File: src/rtl/mix_bus_accumulator.sv
// Mix bus multiply-accumulate engine.
// Sums sample*gain over a frame and emits one saturated Q6.30 word per frame.
module mix_bus_accumulator #(
    parameter int SAMPLE_WIDTH = 24,
    parameter int SAMPLE_FRAC  = 20,
    parameter int COEF_WIDTH   = 18,
    parameter int COEF_FRAC    = 16,
    parameter int ACC_WIDTH    = 36,
    parameter int ACC_FRAC     = 30
) (
    input  logic                           clk,
    input  logic                           reset,
    input  logic                           in_valid,
    output logic                           in_ready,
    input  logic signed [SAMPLE_WIDTH-1:0] in_sample,
    input  logic signed [COEF_WIDTH-1:0]   in_coef,
    input  logic                           in_last,
    output logic                           out_valid,
    input  logic                           out_ready,
    output logic signed [ACC_WIDTH-1:0]    out_data,
    output logic                           out_overflow
);

    localparam int SHIFT = SAMPLE_FRAC + COEF_FRAC - ACC_FRAC;
    localparam int PW    = SAMPLE_WIDTH + COEF_WIDTH;
    localparam int AW1   = ACC_WIDTH + 1;
    localparam int MW    = (PW > AW1) ? PW : AW1;

    localparam logic signed [ACC_WIDTH-1:0] ACC_MAX =
        {1'b0, {(ACC_WIDTH-1){1'b1}}};
    localparam logic signed [ACC_WIDTH-1:0] ACC_MIN =
        {1'b1, {(ACC_WIDTH-1){1'b0}}};

    typedef enum logic [1:0] {
        ST_ACCUM,
        ST_DRAIN,
        ST_OUTPUT
    } state_t;

    state_t state_q, state_d;

    logic                        accept;
    logic signed [PW-1:0]        prod;
    logic signed [MW-1:0]        prod_wide;
    logic signed [AW1-1:0]       p_d, p_q;
    logic                        pv_q;
    logic                        plast_q;

    logic signed [AW1-1:0]       sum;
    logic                        sum_ovf;
    logic signed [ACC_WIDTH-1:0] sum_sat;

    logic signed [ACC_WIDTH-1:0] acc_q, acc_d;
    logic                        sticky_q, sticky_d;
    logic signed [ACC_WIDTH-1:0] out_data_q, out_data_d;
    logic                        out_ovf_q, out_ovf_d;

    assign accept = in_valid && in_ready;

    // Stage 1: full-width product, rescaled to accumulator format (floor).
    always_comb begin
        prod      = PW'(in_sample) * PW'(in_coef);
        prod_wide = MW'(prod);
        p_d       = AW1'(prod_wide >>> SHIFT);
    end

    // Stage 2: one guard bit detects leaving the accumulator range.
    always_comb begin
        sum     = AW1'(acc_q) + p_q;
        sum_ovf = sum[AW1-1] ^ sum[AW1-2];
        if (sum_ovf) begin
            sum_sat = sum[AW1-1] ? ACC_MIN : ACC_MAX;
        end else begin
            sum_sat = sum[ACC_WIDTH-1:0];
        end
    end

    // Accumulate or close the frame when a product is pending.
    always_comb begin
        acc_d      = acc_q;
        sticky_d   = sticky_q;
        out_data_d = out_data_q;
        out_ovf_d  = out_ovf_q;
        if (pv_q) begin
            if (plast_q) begin
                out_data_d = sum_sat;
                out_ovf_d  = sticky_q | sum_ovf;
                acc_d      = '0;
                sticky_d   = 1'b0;
            end else begin
                acc_d      = sum_sat;
                sticky_d   = sticky_q | sum_ovf;
            end
        end
    end

    // Frame sequencing and handshake outputs.
    always_comb begin
        state_d   = state_q;
        in_ready  = 1'b0;
        out_valid = 1'b0;
        unique case (state_q)
            ST_ACCUM: begin
                in_ready = 1'b1;
                if (accept && in_last) begin
                    state_d = ST_DRAIN;
                end
            end
            ST_DRAIN: begin
                state_d = ST_OUTPUT;
            end
            ST_OUTPUT: begin
                out_valid = 1'b1;
                if (out_ready) begin
                    state_d = ST_ACCUM;
                end
            end
            default: begin
                state_d = ST_ACCUM;
            end
        endcase
    end

    // State register.
    always_ff @(posedge clk) begin
        if (reset) begin
            state_q <= ST_ACCUM;
        end else begin
            state_q <= state_d;
        end
    end

    // Datapath registers; reset aborts any frame in flight.
    always_ff @(posedge clk) begin
        if (reset) begin
            p_q        <= '0;
            pv_q       <= 1'b0;
            plast_q    <= 1'b0;
            acc_q      <= '0;
            sticky_q   <= 1'b0;
            out_data_q <= '0;
            out_ovf_q  <= 1'b0;
        end else begin
            pv_q       <= accept;
            if (accept) begin
                p_q     <= p_d;
                plast_q <= in_last;
            end
            acc_q      <= acc_d;
            sticky_q   <= sticky_d;
            out_data_q <= out_data_d;
            out_ovf_q  <= out_ovf_d;
        end
    end

    assign out_data     = out_data_q;
    assign out_overflow = out_ovf_q;

endmodule

File: config.mk
export PLATFORM = sky130hd
export DESIGN_NAME = mix_bus_accumulator
export DESIGN_NICKNAME = d
export VERILOG_FILES = /design/src/rtl/mix_bus_accumulator.sv
export SDC_FILE = /design/constraint.sdc
export NUM_CORES = 1
export LEC_CHECK = 0
export ABC_CLOCK_PERIOD_IN_PS = 12000
export BUFFER_PORTS_ARGS = -buffer_cell sky130_fd_sc_hd__buf_2
export CORE_MARGIN = 2
export CORE_UTILIZATION = 60
export CTS_CLUSTER_DIAMETER = 200
export CTS_CLUSTER_SIZE = 8
export DETAILED_ROUTE_END_ITERATION = 8
export PLACE_DENSITY_LB_ADDON = 0.1
export SLEW_MARGIN = 25
export SYNTH_ARGS = -nofsm -noshare
export SYNTH_HDL_FRONTEND = slang
export SYNTH_SLANG_ARGS = --single-unit
File: constraint.sdc
create_clock -name clk -period 12 [get_ports clk]
set_clock_uncertainty 0.05 [all_clocks]
set_input_delay 1.2 -clock clk [delete_from_list [all_inputs] [get_ports clk]]
set_output_delay 1.2 -clock clk [all_outputs]
set_load 0.005 [all_outputs]
==> metrics.md <==
| Metric | Value |
|---|---|
| Run status | completed |
| Synthesized net count | 3024 |
| Max-slew violations | 0 |
| Part of the Yosys area used for sequential elements | 10.7% |
| TritonCTS clock tree | done |
| Worst rel slew slack | 39.0% |
| Worst path buffer plus inverter count | 6 |
| Final setup violation count | 0 |
| Required @ worst endpoint | 12.26 ns |
| Cell repeated most along the worst path | fa_1 |
| Type of the tightest min-delay check | flop to flop |
| Prevailing post-synth register cell | dfxtp_1 |
| Post-route insts no fill | 2878 |
| Arrival time at the worst endpoint | 7.50 ns |
| Tightest hold margin | 0.406 ns |
| Number of primary I/O pins | 86 |
| Cell class contributing the biggest share of worst-path delay | adder cells |
| Global-route wire length before repair | 87.4 mm |
| Clock transition at the registers of the reported paths | 0.06 ns |
| Weighted congestion at the end of routability-driven global placement | 0.907 |
| Area leader, netlist | fa_1 |
| Synth top area cells | fa_1 40%, dfxtp_1 11%, inv_1 8.8%, ha_1 8.0%, nand2_1 6.5% |
| Largest buffer count on any clock path | 2 |
| Critical path's slowest cell | fa_1 |
| Clock buffers created by TritonCTS | 17 |
| Area of the die | 0.0370 mm2 |
| Syn_area_per_cell | 8.81 um2 |
| Max Fanout on Critical Path | 24 |
| Netlist Area Pre-Place | 0.0213 mm2 |
| TritonCTS Sinks | 114 |
| Wirelength per Cell | 18.1 um |
| Top cell type's share of synthesized area | 40.1% |
| CTS HTree Levels | 4 |
| Overall via count from detail_route | 16500 |
| Total number of yosys warnings | 0 |
| Number of antenna violations at the first check in global routing | 3 |
| Total number of cells along the worst setup path | 22 |
| Setup TNS | 0 ns |
| Setup crit start kind | input port |
| Detailed Routing Iterations Pass 1 | 5 |
| Flip-flop and latch count after synthesis | 114 |
| Total Routed Length | 52.2 mm |
| Via count of the first global-routing pass | 17500 |
| Highest Clock Rate | 138 MHz |
| Critical register-to-register path endpoint | acc_q[14] |
| Maximum number of pins on one net before global-route repair | 48 |
| Starting density of the core | 61.3% |
| Pin slew with the least headroom to its limit | 0.914 ns |
| Detail Placement HPWL | 42.3 mm |
| Cells after DPL | 2842 |
| Ranking of synthesized cells by instance count | 500 x inv_1, 426 x fa_1, 367 x nand2_1 |
| Core area | 0.0347 mm2 |
| Post-Synthesis Cells | 2415 |
| Worst-path cell chain | buf_2 > nand2_1 > fa_1 > inv_1 > fa_1 > inv_1 > fa_1 > inv_1 > fa_1 > fa_1 > inv_1 > fa_1 > inv_1 > ha_1 > a21oi_1 > nor2_1 > a211oi_1 > o21ai_0 > or2_2 > a21oi_1 > o21ai_0 > o311ai_0 |
| Height of the chip | 192 um |
| Number of nets in the finished design | 3016 |
| Residual antenna-violating net count after detailed routing | 0 |
| Remaining global-route overflow | 0 |
| Insertion delay to the later sink of the worst-skew pair | 0.42 ns |
| Flop-to-flop setup slack | 8.08 ns |
| Layout cell share with drive strength beyond 1 | 6.78% |
| Crit. End Element | flop |
| Number of instances resized during post-cts repair | 0 |
| FF-to-FF path depth | 12 |
| I/O Buffers | 85 |
| Number of design rule violations left after detail routing | 0 |
| RSZ-0062 raised after global routing | no |
| Number of synthesized flops with an enable pin | 0 |
| Most frequently used cell type in the post-synthesis netlist | inv_1 |
| Number of cells traversed by the worst hold path | 2 |
| Count of cell types in the netlist | 75 |
| Total count of hold-check failures in the final report | 0 |
| Area growth from synthesis to layout | 5.32% |
| Setup CP Type | input port to flop |
| Crit path time final | 7.24 ns |
| Buffer count from post-CTS setup fixing | 0 |
| Util after Layout | 64.6% |
| Count of max-cap constraint violations | 0 |
| Initial DRC Count | 1020 |
| GRT Util Overall | 30.5% |
| Via-per-instance ratio | 5.74 |
| Termination of the worst setup path | p_q[32] |
| Die Span X | 192 um |
| Rows | 68 |
| Period utilization | 60.4% |
| Clock Tree Root | clkbuf_16 |
| Biggest cell delay along the critical path | 0.56 ns |
| Fraction of registers with async set or reset after synthesis | 0% |
| R2R Path Start | acc_q[0] |
| Hold buffer count at CTS | 0 |
| Launching instance or port of the critical path | in_coef[9] |
[cells in the final DEF (no fill, tap or decap), types with 4 or more instances in the layout]
master / synthesis / final
buf_4: 4 / 5
and2_1: 150 / 150
ha_1: 136 / 136
a31oi_1: 18 / 18
nor2_1: 59 / 58
xnor2_1: 41 / 41
clkinvlp_4: 0 / 5
o21bai_1: 6 / 6
and4_1: 5 / 5
dfxtp_1: 114 / 114
a221o_2: 19 / 19
nor3_1: 19 / 19
a221o_1: 37 / 37
or2_2: 4 / 4
clkbuf_16: 0 / 17
a21oi_1: 100 / 99
inv_1: 500 / 500
o21a_1: 13 / 13
a21o_1: 32 / 32
fa_1: 426 / 426
nand4_1: 13 / 13
xor2_1: 21 / 21
o311ai_0: 4 / 4
o21ai_0: 63 / 63
nor2b_1: 10 / 10
inv_6: 0 / 4
a211oi_1: 14 / 14
nand2b_1: 15 / 15
o211ai_1: 7 / 7
o31ai_1: 4 / 4
or3_1: 5 / 5
and3_1: 12 / 12
nand3_1: 20 / 20
nand3b_1: 4 / 4
nand2_1: 367 / 367
buf_2: 5 / 85
[cell type report]
type,count,area (um2)
multi-input combinational,1682,16600
fill,3041,12300
sequential,114,2280
inverter,500,1880
tap,455,569
timing repair buffer,92,489
clock buffer,17,425
clock inverter,15,135
antenna,3,7.51
[worst min path at each step]
stage,startpoint,to,slack [ns]
6_report,out_data[23],out_data[23],0.41
5_1_grt,out_data[1],out_data[1],0.43
4_1_cts,out_data[31],out_data[31],0.41
3_5_place_dp,out_data[31],out_data[31],0.39
3_3_place_gp,out_data[0],out_data[0],0.39
2_1_floorplan,acc_q[0],acc_q[0],0.38
[registers in the layout (all words and copies together), names as in the netlist]
register	flops
out_overflow	1
sticky_q	1
acc_q	36
plast_q	1
p_q	36
state_q	2
out_data	36
pv_q	1
[cells by family after synthesis]
logic type / after synthesis / share of synthesized area (%)
simple gates: 698 / 15.5
buf+inv: 619 / 11.2
fa+ha+maj: 563 / 48.1
compound gates: 358 / 11.8
flops: 114 / 10.7
xor+xnor: 62 / 2.55
mux: 1 / 0.0470
[stage by stage]
step | cell area, um2 | worst slack [ns]
floorplan | 21300 | 4.96
global placement | 21800 | 4.49
detailed placement | 21800 | 4.37
CTS | 22400 | 4.78
global route | 22400 | 4.28
finish | 22400 | 4.76
[metal layers]
layer  vias up  global-route usage [%]  routed length (um)  part of all wire, %
met5         -                       0                  29                0.056
met4         4                    10.9                1790                  3.4
met3       105                    3.55                2480                  4.8
met2       435                    53.1               26300                   50
met1      8457                    39.4               21600                   41
li1       7506                       -                   -                    -
[worst min-delay path, stage by stage (launching register included)]
cell and delay [ns]:
dfxtp_1 0.32, nand2_1 0.05, o21ai_0 0.05
Power is not shown: default switching activity piles up to over one toggle a cycle in this logic, so the estimate is an artifact.
